File: src/rtl/action_selector_pkg.sv
// Shared definitions for the epsilon-greedy action selector.
//   NUM_ACTIONS / Q_WIDTH / Q_FRAC describe the Q-value vector (signed Q8.8).
//   LFSR_SEED is the reset value of the exploration LFSR.
//   LFSR_TAPS marks bits 15,13,12,10 (x^16+x^14+x^13+x^11+1).
//   The package also provides one-hot encoding and a single LFSR step.
package action_selector_pkg;

  localparam int NUM_ACTIONS = 4;
  localparam int Q_WIDTH     = 16;
  localparam int Q_FRAC      = 8;
  localparam int IDX_WIDTH   = $clog2(NUM_ACTIONS);

  localparam logic [15:0] LFSR_SEED = 16'hACE1;
  localparam logic [15:0] LFSR_TAPS = 16'hB400;

  function automatic logic [NUM_ACTIONS-1:0] one_hot(input logic [IDX_WIDTH-1:0] idx);
    logic [NUM_ACTIONS-1:0] vec;
    vec = '0;
    vec[idx] = 1'b1;
    return vec;
  endfunction

  // Fibonacci form: XOR of the tapped bits shifts in at bit 0.
  function automatic logic [15:0] lfsr_step(input logic [15:0] state);
    return {state[14:0], ^(state & LFSR_TAPS)};
  endfunction

endpackage

File: src/rtl/action_selector_q_argmax.sv
// q_argmax: combinational argmax over four signed Q8.8 values.
//   q0..q3 : signed Q-values
//   index  : index of the largest value; ties resolve to the lowest index
// Built as a two-level tree: (q0,q1) and (q2,q3), then the two winners.
module q_argmax
  import action_selector_pkg::*;
(
  input  logic signed [Q_WIDTH-1:0]   q0,
  input  logic signed [Q_WIDTH-1:0]   q1,
  input  logic signed [Q_WIDTH-1:0]   q2,
  input  logic signed [Q_WIDTH-1:0]   q3,
  output logic        [IDX_WIDTH-1:0] index
);

  logic                      pick_1;
  logic                      pick_3;
  logic                      pick_hi;
  logic signed [Q_WIDTH-1:0] best_lo;
  logic signed [Q_WIDTH-1:0] best_hi;

  // Strict greater-than so an equal later entry never displaces an earlier one.
  assign pick_1  = (q1 > q0);
  assign pick_3  = (q3 > q2);
  assign best_lo = pick_1 ? q1 : q0;
  assign best_hi = pick_3 ? q3 : q2;
  assign pick_hi = (best_hi > best_lo);

  assign index = pick_hi ? {1'b1, pick_3} : {1'b0, pick_1};

endmodule

File: src/rtl/action_selector.sv
// action_selector: epsilon-greedy action selection over four Q-values.
//   clk      : rising-edge clock
//   rst_n    : asynchronous active-low reset
//   start    : active-low enable (0 = decide every cycle, 1 = hold)
//   q_values : four signed Q8.8 values, Q_i = q_values[16i+15:16i]
//   epsilon  : unsigned Q8.8 exploration threshold (0x0100 = 1.0)
//   action   : registered one-hot action, 0000 until the first decision
//   explored : 1 when the registered action came from the random branch
module action_selector
  import action_selector_pkg::*;
(
  input  logic                           clk,
  input  logic                           rst_n,
  input  logic                           start,
  input  logic [NUM_ACTIONS*Q_WIDTH-1:0] q_values,
  input  logic [15:0]                    epsilon,
  output logic [NUM_ACTIONS-1:0]         action,
  output logic                           explored
);

  logic signed [Q_WIDTH-1:0] q_lane [NUM_ACTIONS];
  logic [15:0]               lfsr_reg;
  logic [15:0]               rand_frac;
  logic [IDX_WIDTH-1:0]      greedy_idx;
  logic                      explore_next;
  logic [NUM_ACTIONS-1:0]    action_next;

  generate
    for (genvar gi = 0; gi < NUM_ACTIONS; gi++) begin : g_lane
      assign q_lane[gi] = q_values[gi*Q_WIDTH +: Q_WIDTH];
    end
  endgenerate

  q_argmax u_argmax (
    .q0    (q_lane[0]),
    .q1    (q_lane[1]),
    .q2    (q_lane[2]),
    .q3    (q_lane[3]),
    .index (greedy_idx)
  );

  // Random fraction lives in [0, 255/256], so epsilon >= 1.0 always explores
  // and epsilon = 0 never does, with no special casing.
  assign rand_frac    = {8'h00, lfsr_reg[7:0]};
  assign explore_next = (rand_frac < epsilon);
  assign action_next  = explore_next ? one_hot(lfsr_reg[9:8]) : one_hot(greedy_idx);

  always_ff @(posedge clk or negedge rst_n) begin
    if (!rst_n) begin
      lfsr_reg <= LFSR_SEED;
      action   <= '0;
      explored <= 1'b0;
    end else if (!start) begin
      lfsr_reg <= lfsr_step(lfsr_reg);
      action   <= action_next;
      explored <= explore_next;
    end
  end

endmodule

File: config.mk
export PLATFORM = sky130hd
export DESIGN_NAME = action_selector
export DESIGN_NICKNAME = d
export VERILOG_FILES = /design/src/rtl/action_selector_pkg.sv /design/src/rtl/action_selector_q_argmax.sv /design/src/rtl/action_selector.sv
export SDC_FILE = /design/constraint.sdc
export NUM_CORES = 1
export LEC_CHECK = 0
export ABC_AREA = 1
export CORE_ASPECT_RATIO = 0.6
export CORE_MARGIN = 3
export CORE_UTILIZATION = 35
export CTS_CLUSTER_DIAMETER = 50
export DETAILED_ROUTE_END_ITERATION = 16
export GPL_ROUTABILITY_DRIVEN = 0
export GPL_TIMING_DRIVEN = 0
export PLACE_DENSITY = 0.64
export SLEW_MARGIN = 20
export SYNTH_ARGS = -nofsm -noshare
export SYNTH_HDL_FRONTEND = slang
export SYNTH_SLANG_ARGS = --single-unit
File: constraint.sdc
create_clock -name clk -period 3.15 [get_ports clk]
set_input_delay 0.315 -clock clk [delete_from_list [all_inputs] [get_ports clk]]
set_output_delay 0.315 -clock clk [all_outputs]
set_load 0.1 [all_outputs]
==> flow_summary.toml, run 1 <==
[critical_path]
crit_family = "simple AND/OR/NAND/NOR gates"
worst-path-buf-inv = 3
endpoint = "action[3]"
path_cells = "dlygate4sd2_1 > ha_1 > nand2_2 > nor2_4 > nand2_2 > nand2_2 > nand2_2 > a21oi_2 > nor2_4 > buf_12 > buf_8 > nand2_1 > o21ai_2 > ha_1 > nand2_2 > nor2_1 > nand2_1 > nand2_1 > nand2_1 > nand3_1 > nand3_2 > nor2_2 > nand2_1 > a21oi_2"
critPathArrivalTime_ns = 3.30
cp-start-kind = "primary input"
r2r_start = "lfsr_reg[1]"
worstPathMaxFanout = 7
reg2regPathDepth = 10
r2r-end = "action[0]"
cp_num_cells = 24
reg2reg_slack_ns = 1.32
crit_slowest_cell = "ha_1"
crit_start = "q_values[52]"
crit_type = "in -> reg"
required_ns = 3.33
cp-end-kind = "flip-flop"
max_stage_delay_ns = 0.32

[cells_and_area]
fin_util_pct = 66.5
syn2layout_area_growth_pct = 79.3
largest_reg_flops = 16
final_nets = 687
register_area_um2 = 536
final_area_um2 = 4950
antennaDiodeCount = 0
multiInputGateArea_um2 = 2630
drive_gt1_share_pct = 51.5
nFillCells = 624

[drt]
vias = 3324
drt-pass1-iter-count = 5
drcViolationCount = 0
routed_wl_mm = 10.5
drtAntennaViolNets = 0
via_per_inst = 5.10
wl_per_cell_um = 16.1
drt-initial-drc-count = 180

[power]
p_seq_share_pct = 22.1
power_frac_comb_pct = 63.6
pwr-share-clk_pct = 14.3
leakagePower_nw = 2.39
netSwitchingPower_mw = 0.772
swShare_pct = 42.1
ir_drop_uv = 220
power_density_nw_per_um2 = 371
p_int_mw = 1.06

[synth]
seq_area_frac_synth_pct = 19.4
syn_area_um2 = 2760
avgSynthCellArea_um2 = 6.84
synth_ff_type = "dfrtp_1"
synth_enable_flop_cells = 0
synth_nets = 542
ys_ff_latch = 21
async_flop_share_pct = 100
ys_warn_count = 0
synth_cell_types = 28
postSynthCellCount = 404

[floorplan]
boundaryPins = 88
initial_core_util_pct = 37.1
core_area_um2 = 7450
core.rowCount = 24
die_x_um = 121
die_y_um = 74.8
dieArea_um2 = 9030

[cts]
clockRootBuffer = "clkbuf_16"
cts_tree = "done"
clock_latency_ns = 0.25
h-tree-depth = 1
cts_hold_buf = 0
clk_pin_slew_ns = 0.05
cts_buffer_depth = 2
cts_buffers = 3
clkSinkCount = 21

[timing]
final.setup.worst_slack_ns = 0.0356
tns_ns = 0
hold_viol = 0
finalClockSkew_ns = 0.00225
drv_slew = 0
fmax_mhz = 321
rsz0062_at_grt = "true"
fin_crit_ns = 3.11
setup_violations = 0
worst_pin_slew_ns = 0.991
slew_headroom_pct = 33.7
period_share_pct = 98.9

[place]
hpwlAfterDp_mm = 6.72
port_buffers = 86
placed_cell_area_um2 = 3750
dp_slack_ns = -0.707

[run_status]
status = "completed"

[run]
maxCapViolations = 0

[global_routing]
grt_pass1_vias = 3302
grt_max_degree = 22
grt_pass1_wl_mm = 15.3
track_usage_pct = 20.9
antenna_found_initial = 1
grt_overflow = 0

[min_path]
holdCritStartpoint = "lfsr_reg[11]"
worstHoldPathType = "reg -> reg"
[cell type report]
type | instances | area share [%]
Clock inverter | 1 | 0.101
Sequential cell | 21 | 10.8
Tap cell | 104 | 2.63
Timing Repair Buffer | 140 | 24.7
Multi-Input combinational cell | 311 | 53.0
Buffer | 10 | 2.22
Inverter | 62 | 5.00
Clock buffer | 3 | 1.52
[power groups by stage]
| stage | Combinational [mW] | Clock, mW | Sequential, mW |
|---|---|---|---|
| after floorplan | 0.454 | 0 | 0.470 |
| after global placement | 0.753 | 0 | 0.406 |
| after detailed placement | 0.785 | 0 | 0.410 |
| after CTS | 0.969 | 0.270 | 0.406 |
| after global routing | 1.28 | 0.283 | 0.416 |
| final | 1.17 | 0.262 | 0.406 |
[worst min-delay path, delay by kind of cell (launching register included)]
| family | cells | cell delay (ns) |
|---|---|---|
| AND/OR/NAND/NOR | 2 | 0.10 |
| flip-flops | 1 | 0.36 |
[how the worst min path moves through the flow]
stage / endpoint / slack, ns / cells after the start
after global placement: lfsr_reg[11] / 0.46 / 2
final: lfsr_reg[11] / 0.47 / 2
after CTS: lfsr_reg[11] / 0.47 / 2
after global routing: lfsr_reg[11] / 0.49 / 2
after floorplan: action[0] / 0.02 / 0
after detailed placement: lfsr_reg[11] / 0.46 / 2
[repair_timing]
item                       4_1_cts  5_1_grt
buffers inserted                32       16
gates cloned                     3        3
gates resized for setup        173      192
pin swaps                       44       78
setup endpoints to repair        4        4
[per-stage QoR]
| stage | hold WS [ns] | total power [mW] | std cells |
|---|---|---|---|
| after floorplan | 0.0194 | 0.924 | 404 |
| after global placement | 0.460 | 1.16 | 594 |
| after detailed placement | 0.459 | 1.20 | 594 |
| after CTS | 0.470 | 1.65 | 633 |
| after global routing | 0.486 | 1.97 | 652 |
| final | 0.466 | 1.84 | 652 |
[cell usage after synthesis, drive strengths merged, types with 3 or more instances]
master  count  area share (%)
nand2     122              17
a21o        3            0.82
xnor2       3            0.95
a21oi      30             5.7
buf         6             2.3
nor2       26             3.9
dfrtp      13              12
nand4       4            0.91
inv        61             8.3
nand3      14             2.9
ha         55              25
clkbuf      4            0.54
o21ai      46              10
nor3        3            0.72
dfstp       8             7.6
[cell usage in the layout (no fill, tap or decap), types with 3 or more instances in the layout]
cell type,n
clkdlybuf4s50_1,22
a21oi_1,11
a21o_1,3
clkbuf_16,6
o21ai_1,12
nand2_4,7
o21ai_0,10
nand3_1,9
xnor2_1,3
dlymetal6s2s_1,3
dfstp_2,8
inv_4,6
dlygate4sd2_1,6
o21ai_2,23
nand2_2,27
buf_8,6
a21oi_2,17
buf_4,46
inv_2,30
clkbuf_1,4
clkbuf_2,35
buf_6,13
nand4_1,4
nand3_2,3
nand2_1,88
clkdlybuf4s15_1,8
inv_1,25
nor2_2,4
ha_4,31
nor2_4,4
ha_1,22
dfrtp_1,13
nor2_1,18
[kinds of logic (layout without fill, tap and decap cells)]
group / after synthesis / after routing / synth area share, %
xor gates and xnor gates: 3 / 3 / 0.951
and+or+nand+nor: 171 / 171 / 25.9
buffers and inverters: 72 / 216 / 11.3
adders and majority gates: 55 / 55 / 24.9
DFF: 21 / 21 / 19.4
AOI/OAI and AO/OA: 82 / 82 / 17.6
[routing by layer]
metal  global-route usage [%]  vias to the layer above  part of all wire (%)
li1                         -                     1610                     -
met1                     26.8                     1552                    43
met2                     37.0                      133                    48
met3                     4.65                       27                   6.6
met4                     3.77                        2                   2.3
met5                        0                        -                 0.067
No activity file was read; power rests on OpenSTA's default activity.
==> run 2, diff against run 1 <==
CORE_UTILIZATION = 51   (was 35)
PLACE_DENSITY = 0.88   (was 0.64)
==> flow_summary.toml, run 2 (synthesis results as in run 1) <==
[run_status]
status = "finished with violations"
violations = "setup timing"

[floorplan]
core.rowCount = 20
core_area_um2 = 5150
boundaryPins = 88
die_x_um = 101
initial_core_util_pct = 53.6
dieArea_um2 = 6360
die_y_um = 63.0

[cts]
clockRootBuffer = "clkbuf_8"
clkSinkCount = 21
cts_tree = "done"
cts_hold_buf = 0
clock_latency_ns = 0.26
cts_buffer_depth = 2
cts_buffers = 3
clk_pin_slew_ns = 0.08
h-tree-depth = 1

[timing]
tns_ns = -2.72
slew_headroom_pct = 32.4
period_share_pct = 123
holdWs_ns = 0.513
fin_crit_ns = 3.87
fmax_mhz = 258
worst_pin_slew_ns = 1.01
final.setup.worst_slack_ns = -0.721
drv_slew = 0
setup_violations = 4
hold_viol = 0
finalClockSkew_ns = 0.00321

[drt]
drcViolationCount = 0
drt-initial-drc-count = 782
vias = 4262
via_per_inst = 7.10
drtAntennaViolNets = 0
routed_wl_mm = 17.1
wl_per_cell_um = 28.6
drt-pass1-iter-count = 10

[global_routing]
grt_overflow = 0
grt_max_degree = 22
track_usage_pct = 25.5
use_met3_pct = 3.23
grt_pass1_vias = 2963
grt_pass1_wl_mm = 13.3
grtUsageMet1_pct = 34.8
use_met2_pct = 44.5
busiest_layer = "met2"
antenna_found_initial = 0

[critical_path]
crit_type = "in -> reg"
worstPathMaxFanout = 8
required_ns = 3.34
critPathArrivalTime_ns = 4.06
cp-start-kind = "primary input"
cp-end-kind = "flip-flop"

[power]
ir_drop_uv = 370
p_int_mw = 1.03
pwr-share-clk_pct = 8.9
finalPower_mw = 2.03
swShare_pct = 49.2
netSwitchingPower_mw = 0.999
p_seq_share_pct = 21.1
power_frac_comb_pct = 70.1
power_density_nw_per_um2 = 405
leakagePower_nw = 2.65

[cells_and_area]
final_nets = 673
largest_reg_flops = 16
nFillCells = 80
antennaDiodeCount = 0
drive_gt1_share_pct = 47.6
multiInputGateArea_um2 = 2720
final_common_cell = "nand2_1"
syn2layout_area_growth_pct = 81.6
final_cell_mix = "nand2_1, dlymetal6s2s_1, inv_2, nand2_2, ha_4"
register_area_um2 = 536
fin_cells = 600

[place]
hpwlAfterDp_mm = 6.20
placed_cells = 556
port_buffers = 86

[run]
maxCapViolations = 0

[min_path]
worstHoldPathType = "in -> reg"
run 2: worst paths after layout:
check,start,to,slack [ns],cells past startpoint
max,q_values[2],action[1],-0.72,23
min,start,action[3],0.51,3
max reg2reg,lfsr_reg[1],action[2],0.95,11
min reg2reg,lfsr_reg[11],lfsr_reg[11],0.52,2
max in group asynchronous,rst_n,action[0],1.99,1
min in group asynchronous,rst_n,action[3],0.57,1
run 2: worst max-delay path: stages:
cell	delay (ns)
dlymetal6s2s_1	0.14
inv_2	0.08
ha_4	0.20
nand2_4	0.07
inv_1	0.07
nand2_1	0.13
nand2_2	0.08
nand2_2	0.16
nand2_2	0.09
nand2_2	0.14
nand2_2	0.08
nand2_2	0.11
nand3_4	0.20
buf_8	0.21
nand2_1	0.08
o21ai_1	0.16
ha_1	0.47
nand2_1	0.18
nor3_4	0.30
nand4_1	0.28
nand3_4	0.20
nand3_2	0.11
a21oi_2	0.20
run 2: power by group through the flow:
stage,sequential [mW],clock [mW],combinational [mW]
2_1_floorplan,0.470,0,0.454
3_3_place_gp,0.404,0,0.739
5_1_grt,0.427,0.195,1.46
4_1_cts,0.403,0.171,0.857
3_5_place_dp,0.406,0,0.776
6_report,0.428,0.180,1.42
run 2: final cells by class:
cell class / count / share of cell area [%]
multi-input combinational: 311 / 54.2
timing repair buffer: 126 / 25.8
sequential: 21 / 10.7
inverter: 62 / 4.64
buffer: 10 / 2.20
tap: 66 / 1.65
clock buffer: 4 / 0.898
run 2: stage by stage:
step | area, um^2 | setup slack (ns) | util [%]
finish | 5020 | -0.721 | 97.3
global route | 5020 | -0.839 | 97.3
CTS | 3930 | -0.206 | 76.3
detailed placement | 3710 | -0.665 | 71.9
global placement | 3710 | -0.576 | 71.9
floorplan | 2760 | 0.359 | -
run 2: layer usage:
layer	up-vias	part of all wire, %
met5	-	0.25
met4	2	11
met1	1898	32
met3	239	15
li1	1582	-
met2	541	42
run 2: timing repair:
item,in CTS,in global routing
setup buffers,8,27
pin swaps,13,94
endpoints found under the setup margin,4,4
cloned,0,5
resized for setup,22,249
==> run 3, diff against run 2 <==
ABC_CLOCK_PERIOD_IN_PS = 3150   (was default)
MAX_ROUTING_LAYER = met4   (was default)
SLEW_MARGIN = 0   (was 20)
==> flow_summary.toml, run 3 <==
[run_status]
status = "did not finish"
stop_stage = "5_1_grt"
tool.error = "[ERROR GRT-0232] Routing congestion too high. Check the congestion heatmap in the GUI."

[timing]
crit_endpoint = "action[2]$_DFFE_PN0N_/D"
worst-ep-kind = "sequential cell input"

[cts]
cts_buffer_depth = 2
clockRootBuffer = "clkbuf_8"
h-tree-depth = 1
clkSinkCount = 21
cts_hold_buf = 0
cts_buffers = 3

[floorplan]
initial_core_util_pct = 53.6
die_x_um = 101
core.rowCount = 20
boundaryPins = 88
die_y_um = 63.0

[global_routing]
grt_max_degree = 22
track_usage_pct = 74.0
antenna_found_initial = 1
grt_overflow = 75

[synth]
synth_enable_flop_cells = 0
synth_nets = 542
seq_area_frac_synth_pct = 19.4
avgSynthCellArea_um2 = 6.84
syn_area_um2 = 2760
synth_cell_types = 28
synth_most_common_cell = "nand2_1"
synth_top_area_share_pct = 24.9
synth_ff_type = "dfrtp_1"
synth_common_cells = "nand2_1, inv_1, ha_1"
postSynthCellCount = 404
yosys.area.top_type = "ha_1"
synthTopCellsByArea = "ha_1, nand2_1, dfrtp_1, inv_1, dfstp_2"
ys_warn_count = 0
ys_ff_latch = 21
async_flop_share_pct = 100

[place]
port_buffers = 86
hpwlAfterDp_mm = 6.20
placed_cell_area_um2 = 3710
placed_cells = 556
run 3: timing repair:
| action | 4_1_cts |
|---|---|
| pin swaps | 13 |
| setup buffers | 8 |
| setup endpoints to repair | 4 |
| resized for setup | 22 |
run 3: per-stage QoR:
step | hold WS [ns] | TNS, ns | worst slack [ns]
CTS | 0.449 | -0.741 | -0.206
detailed placement | 0.468 | -2.55 | -0.665
floorplan | 0.0194 | 0 | 0.359
global placement | 0.462 | -2.20 | -0.576
run 3: cells by family after synthesis:
logic type / after synthesis / synth area share, %
xor+xnor: 3 / 0.951
buf+inv: 72 / 11.3
flops: 21 / 19.4
fa+ha+maj: 55 / 24.9
simple gates: 171 / 25.9
compound gates: 82 / 17.6
run 3: per-layer routing:
metal	global-route usage [%]	overflow
met1	68.9	0
met2	90.8	34
met3	57.6	2
met4	76.8	39
met5	-	-
==> run 4, diff against run 3 <==
CORE_ASPECT_RATIO = default   (was 0.6)
CORE_UTILIZATION = 40   (was 51)
CTS_CLUSTER_DIAMETER = default   (was 50)
MAX_ROUTING_LAYER = default   (was met4)
PLACE_DENSITY = default   (was 0.88)
PLACE_DENSITY_LB_ADDON = 0.15   (was default)
==> flow_summary.toml, run 4 (synthesis results as in run 1) <==
[timing]
period_share_pct = 100
fmax_mhz = 317
slew_headroom_pct = 35.3
fin_crit_ns = 3.15
finalClockSkew_ns = 0.00515
final.setup.worst_slack_ns = -0.00264
worst_pin_slew_ns = 0.967
tns_ns = -0.00350
setup_violations = 2
hold_viol = 0
drv_slew = 0
holdWs_ns = 0.464

[cells_and_area]
largest_reg_flops = 16
final_area_um2 = 5130
final_cell_mix = "nand2_1, buf_4, dlygate4sd2_1, inv_2, inv_1"
final_nets = 721
fin_util_pct = 78.5
final_common_cell = "nand2_1"
syn2layout_area_growth_pct = 85.6
antennaDiodeCount = 0
drive_gt1_share_pct = 45.2
nFillCells = 420

[global_routing]
track_usage_pct = 23.3
grt_pass1_vias = 3318
grt_pass1_wl_mm = 14.6
grt_overflow = 0
grt_max_degree = 22
antenna_found_initial = 0

[drt]
drtAntennaViolNets = 0
drcViolationCount = 0
routed_wl_mm = 10.5
drt-initial-drc-count = 123
via_per_inst = 5.06
drt-pass1-iter-count = 4
wl_per_cell_um = 15.9
vias = 3336

[cts]
clock_latency_ns = 0.26
cts_buffer_depth = 2
cts_hold_buf = 0
clockRootBuffer = "clkbuf_8"
cts_buffers = 3
clkSinkCount = 21
h-tree-depth = 1
cts_tree = "done"
clk_pin_slew_ns = 0.08

[place]
hpwlAfterDp_mm = 5.94
dp_slack_ns = -0.598
port_buffers = 86
placed_cell_area_um2 = 3720

[min_path]
worstHoldPathType = "in -> reg"

[run_status]
status = "finished with violations"
violations = "setup timing"

[critical_path]
worstPathMaxFanout = 10
crit_top_cell = "a21oi_2"
required_ns = 3.35
max_stage_delay_ns = 0.30
critPathArrivalTime_ns = 3.35
cp-end-kind = "flip-flop"
crit_type = "in -> reg"
path_cells = "dlygate4sd2_1 > inv_2 > ha_4 > a21oi_2 > o21ai_2 > a21oi_2 > nand2_2 > nand2_2 > nand3_4 > buf_8 > o21ai_1 > ha_1 > nand2_2 > o21ai_1 > a21oi_2 > nand2_1 > nand2_1 > nand3_2 > nor2_2 > nand2_1 > a21oi_2"
cp-start-kind = "primary input"
crit_slowest_cell = "ha_1"

[floorplan]
die_y_um = 89.1
boundaryPins = 88
core_area_um2 = 6530
core.rowCount = 29
initial_core_util_pct = 42.3
die_x_um = 89.1
dieArea_um2 = 7940

[power]
ir_drop_uv = 208
power_density_nw_per_um2 = 337
leakagePower_nw = 2.62

[run]
maxCapViolations = 0
==> run 4: layout make-up <==
type	instances	area (um^2)	share of cell area, %
Inverter	62	233	4.54
Multi-Input combinational cell	311	2590	50.5
Buffer	10	97.6	1.90
Clock buffer	4	45.0	0.878
Sequential cell	21	536	10.4
Timing Repair Buffer	174	1530	29.9
Tap cell	77	96.3	1.88
==> run 4: per-stage QoR <==
step,cells,power [mW]
global route,659,1.86
finish,659,1.73
floorplan,404,0.924
detailed placement,567,1.18
CTS,649,1.58
global placement,567,1.16
==> run 4: where the power goes <==
part / total, mW / switching [mW] / leakage, nW / internal, mW
clock network: 0.177 / 0.0866 / 0.0228 / 0.0902
logic: 1.15 / 0.611 / 2.35 / 0.540
registers: 0.401 / 0.0500 / 0.247 / 0.351
total: 1.73 / 0.748 / 2.62 / 0.981
==> run 4: final timing paths <==
path	to	cells past startpoint	slack, ns	startpoint
max	action[3]	21	-0.003	q_values[13]
min	action[1]	3	0.46	start
max reg2reg	action[3]	8	1.28	lfsr_reg[7]
min reg2reg	lfsr_reg[11]	2	0.48	lfsr_reg[11]
max in group asynchronous	lfsr_reg[3]	1	1.99	rst_n
min in group asynchronous	lfsr_reg[9]	1	0.58	rst_n
==> run 4: critical path, delay by kind of cell <==
kind	cells	cell delay, ns
simple gates	9	0.89
buf+inv	3	0.52
compound gates	7	1.07
fa+ha+maj	2	0.55
==> run 4: repair_timing <==
action | CTS | global route
pin swaps | 73 | 55
endpoints found under the setup margin | 4 | 4
buffers inserted | 74 | 11
resized for setup | 132 | 120
cloned | 4 | 1
==> run 4: metal layers <==
layer / track usage, % / wire (um) / part of all wire (%)
met5: 0 / 0 / 0
met4: 5.14 / 110 / 1.1
met3: 2.95 / 435 / 4.2
met2: 44.6 / 5740 / 55
met1: 27.3 / 4170 / 40
